$ cat src/rtl/game_text_ctrl.sv
// game_text_ctrl: game flow FSM and frame-synchronous text overlay select.
// Optional macro TEXT_BLINK_EN enables blinking of the IDLE/OVER_WAIT text.
module game_text_ctrl #(
  parameter int HOLD_FRAMES  = 120,
  parameter int BLINK_FRAMES = 30
) (
  input  logic       clk,
  input  logic       reset,
  input  logic       frame_tick,
  input  logic       game_over,
  input  logic       start_btn,
  output logic       show_text,
  output logic [1:0] msg_sel,
  output logic       game_run
);

  typedef enum logic [1:0] {
    IDLE,
    RUN,
    OVER_HOLD,
    OVER_WAIT
  } state_t;

  localparam int HW = $clog2(HOLD_FRAMES + 1);

  state_t        state;
  state_t        state_nx;
  logic [HW-1:0] hold_cnt;
  logic          hold_done;
  logic          entry;
  logic          blink_on;
  logic          show_nx;
  logic [1:0]    msg_nx;

  assign hold_done = frame_tick &&
                     (hold_cnt == HW'(HOLD_FRAMES - 1));
  assign entry     = (state_nx != state);

  // state register
  always_ff @(posedge clk or posedge reset) begin
    if (reset) state <= IDLE;
    else       state <= state_nx;
  end

  // next state and frame-latched text targets
  always_comb begin
    state_nx = state;
    show_nx  = 1'b0;
    msg_nx   = 2'd0;
    unique case (state)
      IDLE: begin
        msg_nx  = 2'd1;
        show_nx = blink_on;
        if (start_btn) state_nx = RUN;
      end
      RUN: begin
        if (game_over) state_nx = OVER_HOLD;
      end
      OVER_HOLD: begin
        msg_nx  = 2'd2;
        show_nx = 1'b1;
        if (hold_done) state_nx = OVER_WAIT;
      end
      OVER_WAIT: begin
        msg_nx  = 2'd2;
        show_nx = blink_on;
        if (start_btn) state_nx = IDLE;
      end
    endcase
  end

  // hold counter: only advances on ticks while holding GAME OVER
  always_ff @(posedge clk or posedge reset) begin
    if (reset)
      hold_cnt <= '0;
    else if (entry)
      hold_cnt <= '0;
    else if (state == OVER_HOLD && frame_tick)
      hold_cnt <= hold_cnt + HW'(1);
  end

`ifdef TEXT_BLINK_EN
  localparam int BW = $clog2(BLINK_FRAMES + 1);

  logic [BW-1:0] blink_cnt;
  logic          phase;

  // blink phase generator, restarted visible on every state entry
  always_ff @(posedge clk or posedge reset) begin
    if (reset) begin
      blink_cnt <= '0;
      phase     <= 1'b1;
    end else if (entry) begin
      blink_cnt <= '0;
      phase     <= 1'b1;
    end else if (frame_tick) begin
      if (blink_cnt == BW'(BLINK_FRAMES - 1)) begin
        blink_cnt <= '0;
        phase     <= ~phase;
      end else begin
        blink_cnt <= blink_cnt + BW'(1);
      end
    end
  end

  assign blink_on = phase;
`else
  assign blink_on = 1'b1;
`endif

  // registered outputs; text only changes right after a frame tick
  always_ff @(posedge clk or posedge reset) begin
    if (reset) begin
      show_text <= 1'b0;
      msg_sel   <= 2'd0;
      game_run  <= 1'b0;
    end else begin
      game_run <= (state_nx == RUN);
      if (frame_tick) begin
        show_text <= show_nx;
        msg_sel   <= msg_nx;
      end
    end
  end

endmodule

$ cat config.mk
export PLATFORM = sky130hd
export DESIGN_NAME = game_text_ctrl
export DESIGN_NICKNAME = d
export VERILOG_FILES = /design/src/rtl/game_text_ctrl.sv
export SDC_FILE = /design/constraint.sdc
export NUM_CORES = 1
export LEC_CHECK = 0
export BUFFER_PORTS_ARGS = -buffer_cell sky130_fd_sc_hd__buf_2
export CAP_MARGIN = 0
export CORE_MARGIN = 2
export CORE_UTILIZATION = 50
export DETAILED_ROUTE_END_ITERATION = 8
export HOLD_SLACK_MARGIN = 0.03
export PLACE_DENSITY_LB_ADDON = 0.12
export SLEW_MARGIN = 20
export SYNTH_ARGS = -nofsm -noshare
export SYNTH_HDL_FRONTEND = slang
export SYNTH_SLANG_ARGS = --single-unit
$ cat constraint.sdc
create_clock -name clk -period 4.3 [get_ports clk]
set_input_delay 0.215 -clock clk [delete_from_list [all_inputs] [get_ports clk]]
set_output_delay 0.215 -clock clk [all_outputs]
set_load 0.03 [all_outputs]
==> Yosys cells after proc, flatten, opt, wreduce, memory -nomap -nowiden <==
Cells that the tools add are included.
{ "op_classes": {"reduce_logical": 6, "add_sub_neg": 1, "muxes": 9, "n_eq_ne": 6} }
{ "op_table": {"columns": ["operator", "count"], "rows": [
  ["7-bit two-way mux", 2],
  ["2-bit two-way mux", 4],
  ["2-bit case mux with 4 select lines", 1],
  ["7-bit by 1-bit adder with 7-bit output, second input constant", 1],
  ["7-bit == test, second input constant", 1],
  ["2-bit by 1-bit == test with 1-bit output, second input constant", 2],
  ["2-bit == test, second input constant", 2],
  ["2-bit case mux with 2 select lines", 1],
  ["3-bit OR reduction", 1],
  ["1-bit logical AND", 2],
  ["2-bit zero test", 1],
  ["2-bit != test", 1],
  ["2-bit nonzero test", 1],
  ["2-bit OR reduction", 1],
  ["1-bit two-way mux", 1]
]} }
{ "totals": {"out_inout_bits": 4, "elab_cells": 27, "regBits": 13, "input_bits": 5} }

==> Logic depth before layout (Yosys ltp) <==
Gate-level depths: netlist (run 1).
{ "depth": {"depth_word": 6, "mapped_depth": 4, "ltp_nobuf": 4} }

==> Worst setup path before layout (run 1) <==
OpenSTA, ideal clock, no wires.
{ "synth_timing": {"path_kind": "reg2reg", "from": "register hold_cnt[0]", "to": "register hold_cnt[6]", "setup_slack_ps": 2916, "stages_incl_launch_ff": 5, "arrival_ps": 1305, "path_buffers": 0, "cell_sequence": "dfrtp_1 ha_1 nand4_1 or4_1 a21oi_1"} }
{ "synth_via": {"elab_chain_len": 6, "elab_cells_between_ends": 9} }
{ "synth_rtl": {"columns": ["item", "line", "source"], "rows": [
  ["start, declared", "28", "logic [HW-1:0] hold_cnt;"],
  ["start signal, assigned", "79", "hold_cnt <= hold_cnt + HW'(1);"],
  ["7-bit == test", "36", "(hold_cnt == HW'(HOLD_FRAMES - 1));"],
  ["1-bit logical AND", "35", "assign hold_done = frame_tick &&"],
  ["2-bit two-way mux", "62", "if (hold_done) state_nx = OVER_WAIT;"],
  ["2-bit case mux with 4 select lines", "50", "unique case (state)"],
  ["2-bit != test", "37", "assign entry = (state_nx != state);"],
  ["7-bit two-way mux / 2-bit nonzero test (equally long branches)", null, null]
]} }
Parallel ways exist; a longest one is shown, timed or not. The select of a mux whose other input is x is not followed.
A chain may end at the register's enable or synchronous reset.

==> Worst setup path after layout (run 1) <==
Ends and elaborated chain as after synthesis.

==> reports/qor.yml, run 1 <==
critical_path:
  start_kind: "flip-flop"
  cpLargestDelayFamily: "simple AND/OR/NAND/NOR gates"
  crit_path_max_fanout: 8
  cp-end-kind: "flip-flop"
  arrival_ns: 1.79
  critPathKind: "flip-flop to flip-flop"
  critical_path_required_ns: 4.49
  crit_chain: "ha_1, nand4_1, or4_1, a21oi_1"
  cp_slowest_cell: "or4_1"
  cp_num_buf_inv: 0
  slowest_delay_ns: 0.48
logic_synthesis:
  yosysWarnings: 0
  synth-edff-count: 0
  yosys_register_bits: 13
  synth.top_cell.area_share_pct: 47.7
  yosys-top-cells-area: "dfrtp_1 48%, a31oi_1 5.5%, a21oi_1 4.4%"
  ys_top_cells_by_count: "13 x dfrtp_1, 6 x a21oi_1, 6 x a31oi_1, 6 x nand2_1, 5 x inv_1"
  netlist_instances: 69
  post-synth-top-area-cell: "dfrtp_1"
  synthFlopType: "dfrtp_1"
  async_reset_ff_share_pct: 100
  ys_seq_area_share_pct: 47.7
  syn_avg_cell_area_um2: 9.88
  yosysUniqueCellTypes: 26
  synthesis.area_um2: 682
  syn_nets: 75
  yosysMostFrequentCell: "dfrtp_1"
sta:
  worst_pin_slew_ns: 0.680
  fin_tns_setup_ns: 0
  period_share_pct: 37.0
  fmax_mhz: 628
  finalHoldViolCount: 0
  period_minus_slack_ns: 1.59
  rsz0062_at_grt: "false"
  finalSetupViolCount: 0
  clock-skew-final_ns: 0.000550
  maxSlewViolCount: 0
  max_slew_margin_pct: 54.5
die:
  dieArea_um2: 1680
  placementRows: 13
  design.core.area_um2: 1280
  fp.dieW_um: 40.9
  start_util_pct: 53.1
  die_h_um: 40.9
  pin_count: 9
placed_design:
  place_congestion: 0.821
  hpwl_um: 916
  placed_area_um2: 719
  io_buffers: 8
power:
  ir_drop_v: 0.000379
  p_leak_nw: 0.332
  power_density_nw_per_um2: 555
global_routing:
  grt_pass1_vias: 467
  antenna_found_initial: 0
  grt_pass1_wl_um: 2030
  globalRouteOverflowTotal: 0
  grt_max_degree: 14
  grt_usage_pct: 19.2
status:
  status: "finished, final reports clean"
clock_tree:
  cts_max_level: 1
  clockBufferDepth: 2
  cts-root-buf: "clkbuf_4"
  cts_sinks: 13
  cts_tree: "built"
  numCtsBuffers: 3
  cts_resized: 0
  insertion_delay_ns: 0.27
  clkTransAtPathRegs_ns: 0.08
route:
  via_count: 535
  viasPerCell: 5.69
  antenna_left: 0
  wl_per_cell_um: 13.8
  drc: 0
  first_iter_violations: 4
  drt_wl_total_um: 1300
  drt_first_pass_iters: 4
run:
  maxCapViolations: 0
hold_path:
  hold_class: "input pin to flip-flop"
layout:
  syn_to_final_growth_pct: 10.8
  diodes: 0
  layout-drive-gt1-share_pct: 17.7
  finalInstanceArea_um2: 756
  fin_nets: 86
layout make-up:
class                           count  area, um^2
Fill cell                         115         529
Sequential cell                    13         325
Multi-Input combinational cell     48         317
Timing Repair Buffer                9        50.0
Clock buffer                        4        26.3
Inverter                            5        18.8
Tap cell                           15        18.8
metal layers:
layer  up-vias  wire, um  track usage (%)
met2         9       568             27.7
met5         -         0                0
met3         2        40             8.15
met4         0        10             7.50
li1        278         -                -
met1       246       681             25.2
through the flow:
| step | setup slack (ns) | hold WS, ns | std cells | util (%) | total power (W) |
|---|---|---|---|---|---|
| after floorplan | 2.92 | 0.0920 | 69 | - | 0.000311 |
| after global placement | 2.73 | 0.256 | 89 | 56.0 | 0.000342 |
| after detailed placement | 2.75 | 0.262 | 89 | 56.0 | 0.000348 |
| after CTS | 2.71 | 0.171 | 94 | 58.8 | 0.000422 |
| after global routing | 2.56 | 0.166 | 94 | 58.8 | 0.000453 |
| final | 2.71 | 0.180 | 94 | 58.8 | 0.000419 |
flip-flops by register name, summed over array words and instances, names as in the netlist:
name / cells
hold_cnt: 7
msg_sel: 2
state: 2
game_run: 1
show_text: 1
logic make-up (layout without fill, tap and decap cells):
| group | count (synthesis) | after routing | share of synthesized area (%) |
|---|---|---|---|
| muxes | 2 | 2 | 3.30 |
| xor gates and xnor gates | 1 | 1 | 1.28 |
| AOI/OAI and AO/OA | 21 | 21 | 19.5 |
| and+or+nand+nor | 23 | 23 | 20.6 |
| DFF | 13 | 13 | 47.7 |
| adders and majority gates | 1 | 1 | 1.83 |
| buffers and inverters | 8 | 18 | 5.87 |
layout by cell type (no fill, tap or decap), types with 2 or more instances in the layout:
cell,instances
or3_1,2
nor2_1,3
dfrtp_1,13
inv_1,5
a21oi_1,6
mux2_2,2
a31oi_1,6
nand3_1,2
o211ai_1,3
nand2b_1,3
clkbuf_4,3
o21ai_0,2
nand2_1,6
or4_1,2
buf_2,8
worst paths after layout:
check / from / to / slack [ns] / cells past startpoint
max: hold_cnt[0] / hold_cnt[6] / 2.71 / 4
min: start_btn / state[1] / 0.18 / 2
max reg2reg: hold_cnt[0] / hold_cnt[6] / 2.71 / 4
min reg2reg: msg_sel[1] / msg_sel[1] / 0.51 / 1
max in group asynchronous: reset / hold_cnt[1] / 3.46 / 3
min in group asynchronous: reset / hold_cnt[3] / 0.51 / 3
power breakdown:
part | switching, W | internal (W) | total (W)
sequential | 0.0000393 | 0.000153 | 0.000193
combinational | 0.0000936 | 0.0000578 | 0.000151
clock | 0.0000390 | 0.0000359 | 0.0000749
total | 0.000172 | 0.000247 | 0.000419
repair_timing:
| item | 4_1_cts | 5_1_grt |
|---|---|---|
| hold buffers | 1 | 0 |
| hold endpoints to repair | 13 | 0 |
| setup buffers | 0 | 0 |
Note: power is estimated with default switching activity, not from simulation.
==> run 2: changes to the inputs <==
ABC_AREA = 1   (was not set)
CORE_UTILIZATION = 49   (was 50)
clock period = 1.35 ns   (was 4.3 ns; I/O delays follow)
==> reports/qor.yml, run 2 <==
logic_synthesis:
  synthFlopType: "dfrtp_1"
  yosys.area_share.adder_pct: 1.71  # -0.13 points
  yosys-top-cells-area: "dfrtp_1 44%, nand2_1 11%, nand4_1 8.5%"
  synthesis.area_um2: 732  # +7.3%
  synth_compound_area_share_pct: 4.62  # -15 points
  async_reset_ff_share_pct: 100  # unchanged
  synth-edff-count: 0  # unchanged
  yosysWarnings: 0  # unchanged
  ys_seq_area_share_pct: 44.4  # -3.3 points
  yosysMostFrequentCell: "nand2_1"
  synth_mux_area_share_pct: 1.54  # -1.8 points
  yosys_register_bits: 13  # unchanged
  syn_avg_cell_area_um2: 8.04  # -19%
  syn_nets: 97  # +29%
  synth_top_family_by_area: "simple AND/OR/NAND/NOR gates"
  synthSimpleGateAreaFrac_pct: 33.8  # +13 points
  netlist_instances: 91  # +32%
  yosysUniqueCellTypes: 19  # -27%
  synth.top_cell.area_share_pct: 44.4  # -3.3 points
  ys_top_cells_by_count: "21 x nand2_1, 16 x inv_1, 13 x dfrtp_1"
  post-synth-top-area-cell: "dfrtp_1"
  synthXorXnorAreaFrac_pct: 4.79  # +3.5 points
die:
  fp.dieW_um: 42.7  # +4.2%
  dieArea_um2: 1820  # +8.6%
  design.core.area_um2: 1350  # +5.1%
  die_h_um: 42.7  # +4.2%
  placementRows: 13  # unchanged
  start_util_pct: 54.2  # +1.1 points
  pin_count: 9  # unchanged
global_routing:
  grt_max_degree: 14  # unchanged
  grt_pass1_wl_um: 2440  # +20%
  globalRouteOverflowTotal: 0  # unchanged
  grt_pass1_vias: 571  # +22%
  antenna_found_initial: 0  # unchanged
  grt_usage_pct: 18.5  # -0.79 points
critical_path:
  r2r-end: "hold_cnt[6]"
  rr_startpoint: "hold_cnt[0]"
  timing.critical_path.to: "hold_cnt[6]"
  cp-end-kind: "flip-flop"
  r2r_slack_ns: 0.06  # -2.64 ns
  critPathKind: "flip-flop to flip-flop"
  crit_start: "hold_cnt[0]"
  critical_path_required_ns: 1.53  # -2.96 ns
  reg2reg_depth: 8  # +4
  start_kind: "flip-flop"
  crit_path_max_fanout: 6  # -2
  arrival_ns: 1.47  # -0.32 ns
run:
  maxCapViolations: 0  # unchanged
power:
  ir_drop_v: 0.00132  # +250%
  p_sw_w: 0.000740  # +330%
  power_density_nw_per_um2: 1770  # +220%
  power.internal_w: 0.000881  # +260%
  switching_share_pct: 45.7  # +4.7 points
  share_comb_of_total_power_pct: 49.3  # +13 points
  seqPwrFrac_pct: 35.1  # -11 points
  clkPwrFrac_pct: 15.7  # -2.2 points
  p_leak_nw: 0.504  # +52%
route:
  antenna_left: 0  # unchanged
  wl_per_cell_um: 11.8  # -14%
  drt_wl_total_um: 1500  # +16%
  drc: 0  # unchanged
  first_iter_violations: 14  # +10
  drt_first_pass_iters: 4  # unchanged
  via_count: 666  # +24%
  viasPerCell: 5.24  # -7.9%
placed_design:
  hpwl_um: 1070  # +17%
  placed_area_um2: 806  # +12%
  io_buffers: 8  # unchanged
  dp.cells: 116  # +30%
  place_congestion: 0.869  # +5.9%
clock_tree:
  cts_sinks: 13  # unchanged
  clockBufferDepth: 2  # unchanged
  insertion_delay_ns: 0.29  # +0.02 ns
  cts_tree: "built"
  cts_max_level: 1  # unchanged
  cts-root-buf: "clkbuf_4"
  numCtsBuffers: 3  # unchanged
  clkTransAtPathRegs_ns: 0.09  # about the same
layout:
  syn_to_final_growth_pct: 25.3
  top_regs: "hold_cnt: 7 flops, msg_sel: 2 flops, state: 2 flops"
  finalInstanceArea_um2: 917  # +21%
  diodes: 0  # unchanged
  largest_register_ffs: 7  # unchanged
  layout-drive-gt1-share_pct: 33.0  # +15 points
  final_common_cell: "nand2_1"
  utilization_pct: 67.9  # +9.1 points
  final_cells: 127  # +35%
  layout_common_cells: "20 x nand2_1, 15 x inv_1, 12 x dfrtp_1"
  regMostFlops: "hold_cnt"
  fin_nets: 119  # +38%
  nFillCells: 105  # -8.7%
status:
  status: "finished, final reports clean"
sta:
  fin_tns_setup_ns: 0  # unchanged
  worst_pin_slew_ns: 0.476  # -0.204 ns
  finalHoldViolCount: 0  # unchanged
  period_minus_slack_ns: 1.29  # -0.306 ns
  holdWs_ns: 0.0670  # -0.113 ns
  clock-skew-final_ns: 0.00195  # +0.00140 ns
  maxSlewViolCount: 0  # unchanged
  fmax_mhz: 778  # +24%
  finalSetupViolCount: 0  # unchanged
  period_share_pct: 95.2  # +58 points
  max_slew_margin_pct: 68.2  # +14 points
hold_path:
  hold_class: "input pin to flip-flop"
==> run 2: cell count changes in the layout (fill, tap and decap cells not counted), moves of 3 or more <==
cell,before,now
a21oi_1,6,1
a31oi_1,6,0
buf_4,0,7
inv_1,5,15
nand2_1,6,20
nand2_2,0,5
nand2b_1,3,0
nand4_1,1,10
nor2_1,3,6
nor2_2,0,3
o211ai_1,3,0
==> run 2: cells by family (layout without fill, tap and decap cells) <==
family	after synthesis	count (layout)
and+or+nand+nor	49	49
buffers and inverters	17	38
DFF	13	13
AOI/OAI and AO/OA	6	6
xor gates and xnor gates	4	4
adders and majority gates	1	1
muxes	1	1
==> run 2: power groups by stage <==
| stage | sequential [W] | clock [W] | combinational [W] |
|---|---|---|---|
| after global placement | 0.000564 | 0 | 0.000675 |
| after detailed placement | 0.000567 | 0 | 0.000675 |
| after CTS | 0.000560 | 0.000264 | 0.000682 |
| after global routing | 0.000582 | 0.000280 | 0.000870 |
| after floorplan | 0.000675 | 0 | 0.000389 |
| final | 0.000568 | 0.000254 | 0.000799 |
==> run 2: per-layer routing <==
metal	part of all wire [%]	vias up	GRT usage (%)
met5	0	-	0
met4	2.1	0	11.3
met1	49	313	24.7
met3	3.8	6	6.38
met2	45	10	25.2
li1	-	337	-
==> run 2: final cells by class <==
cell class                      count  area, um^2  share of cell area, %
Clock buffer                        3        22.5                   2.46
Clock inverter                      1        5.00                  0.546
Inverter                           17        66.3                   7.23
Multi-Input combinational cell     61         365                   39.8
Sequential cell                    13         327                   35.6
Tap cell                           15        18.8                   2.05
Timing Repair Buffer               17         113                   12.3
==> run 2: repair_timing <==
action                                 CTS  global route
setup buffers                            0             5
setup endpoints to repair                1             8
pin swaps                                0             0
hold buffers                             2             0
resized for setup                        1             7
cloned                                   0             0
endpoints found under the hold margin   14             0
==> run 2: worst min-delay path by stage <==
| stage | from | end | slack, ns | depth (start not counted) |
|---|---|---|---|---|
| floorplan | reset | game_run | -0.06 | 1 |
| global placement | reset | hold_cnt[0] | 0.10 | 2 |
| detailed placement | reset | hold_cnt[0] | 0.10 | 2 |
| CTS | game_over | state[1] | 0.06 | 3 |
| global route | game_over | state[1] | 0.07 | 3 |
| finish | game_over | state[1] | 0.07 | 3 |
==> run 2: stage by stage <==
stage                     power (W)  setup slack [ns]
final                       0.00162            0.0643
after CTS                   0.00151            0.0115
after floorplan             0.00106            0.0808
after global routing        0.00173          -0.00820
after detailed placement    0.00124           0.00709
after global placement      0.00124            0.0477
==> run 2: worst max-delay path, stage by stage, from the launching register on <==
cell and delay [ns]:
dfrtp_1 0.41, ha_4 0.17, nand2_1 0.06, nor2_2 0.09
nand3_2 0.07, nand2_2 0.10, nand2_2 0.10, nand4_1 0.12
nand2_1 0.06
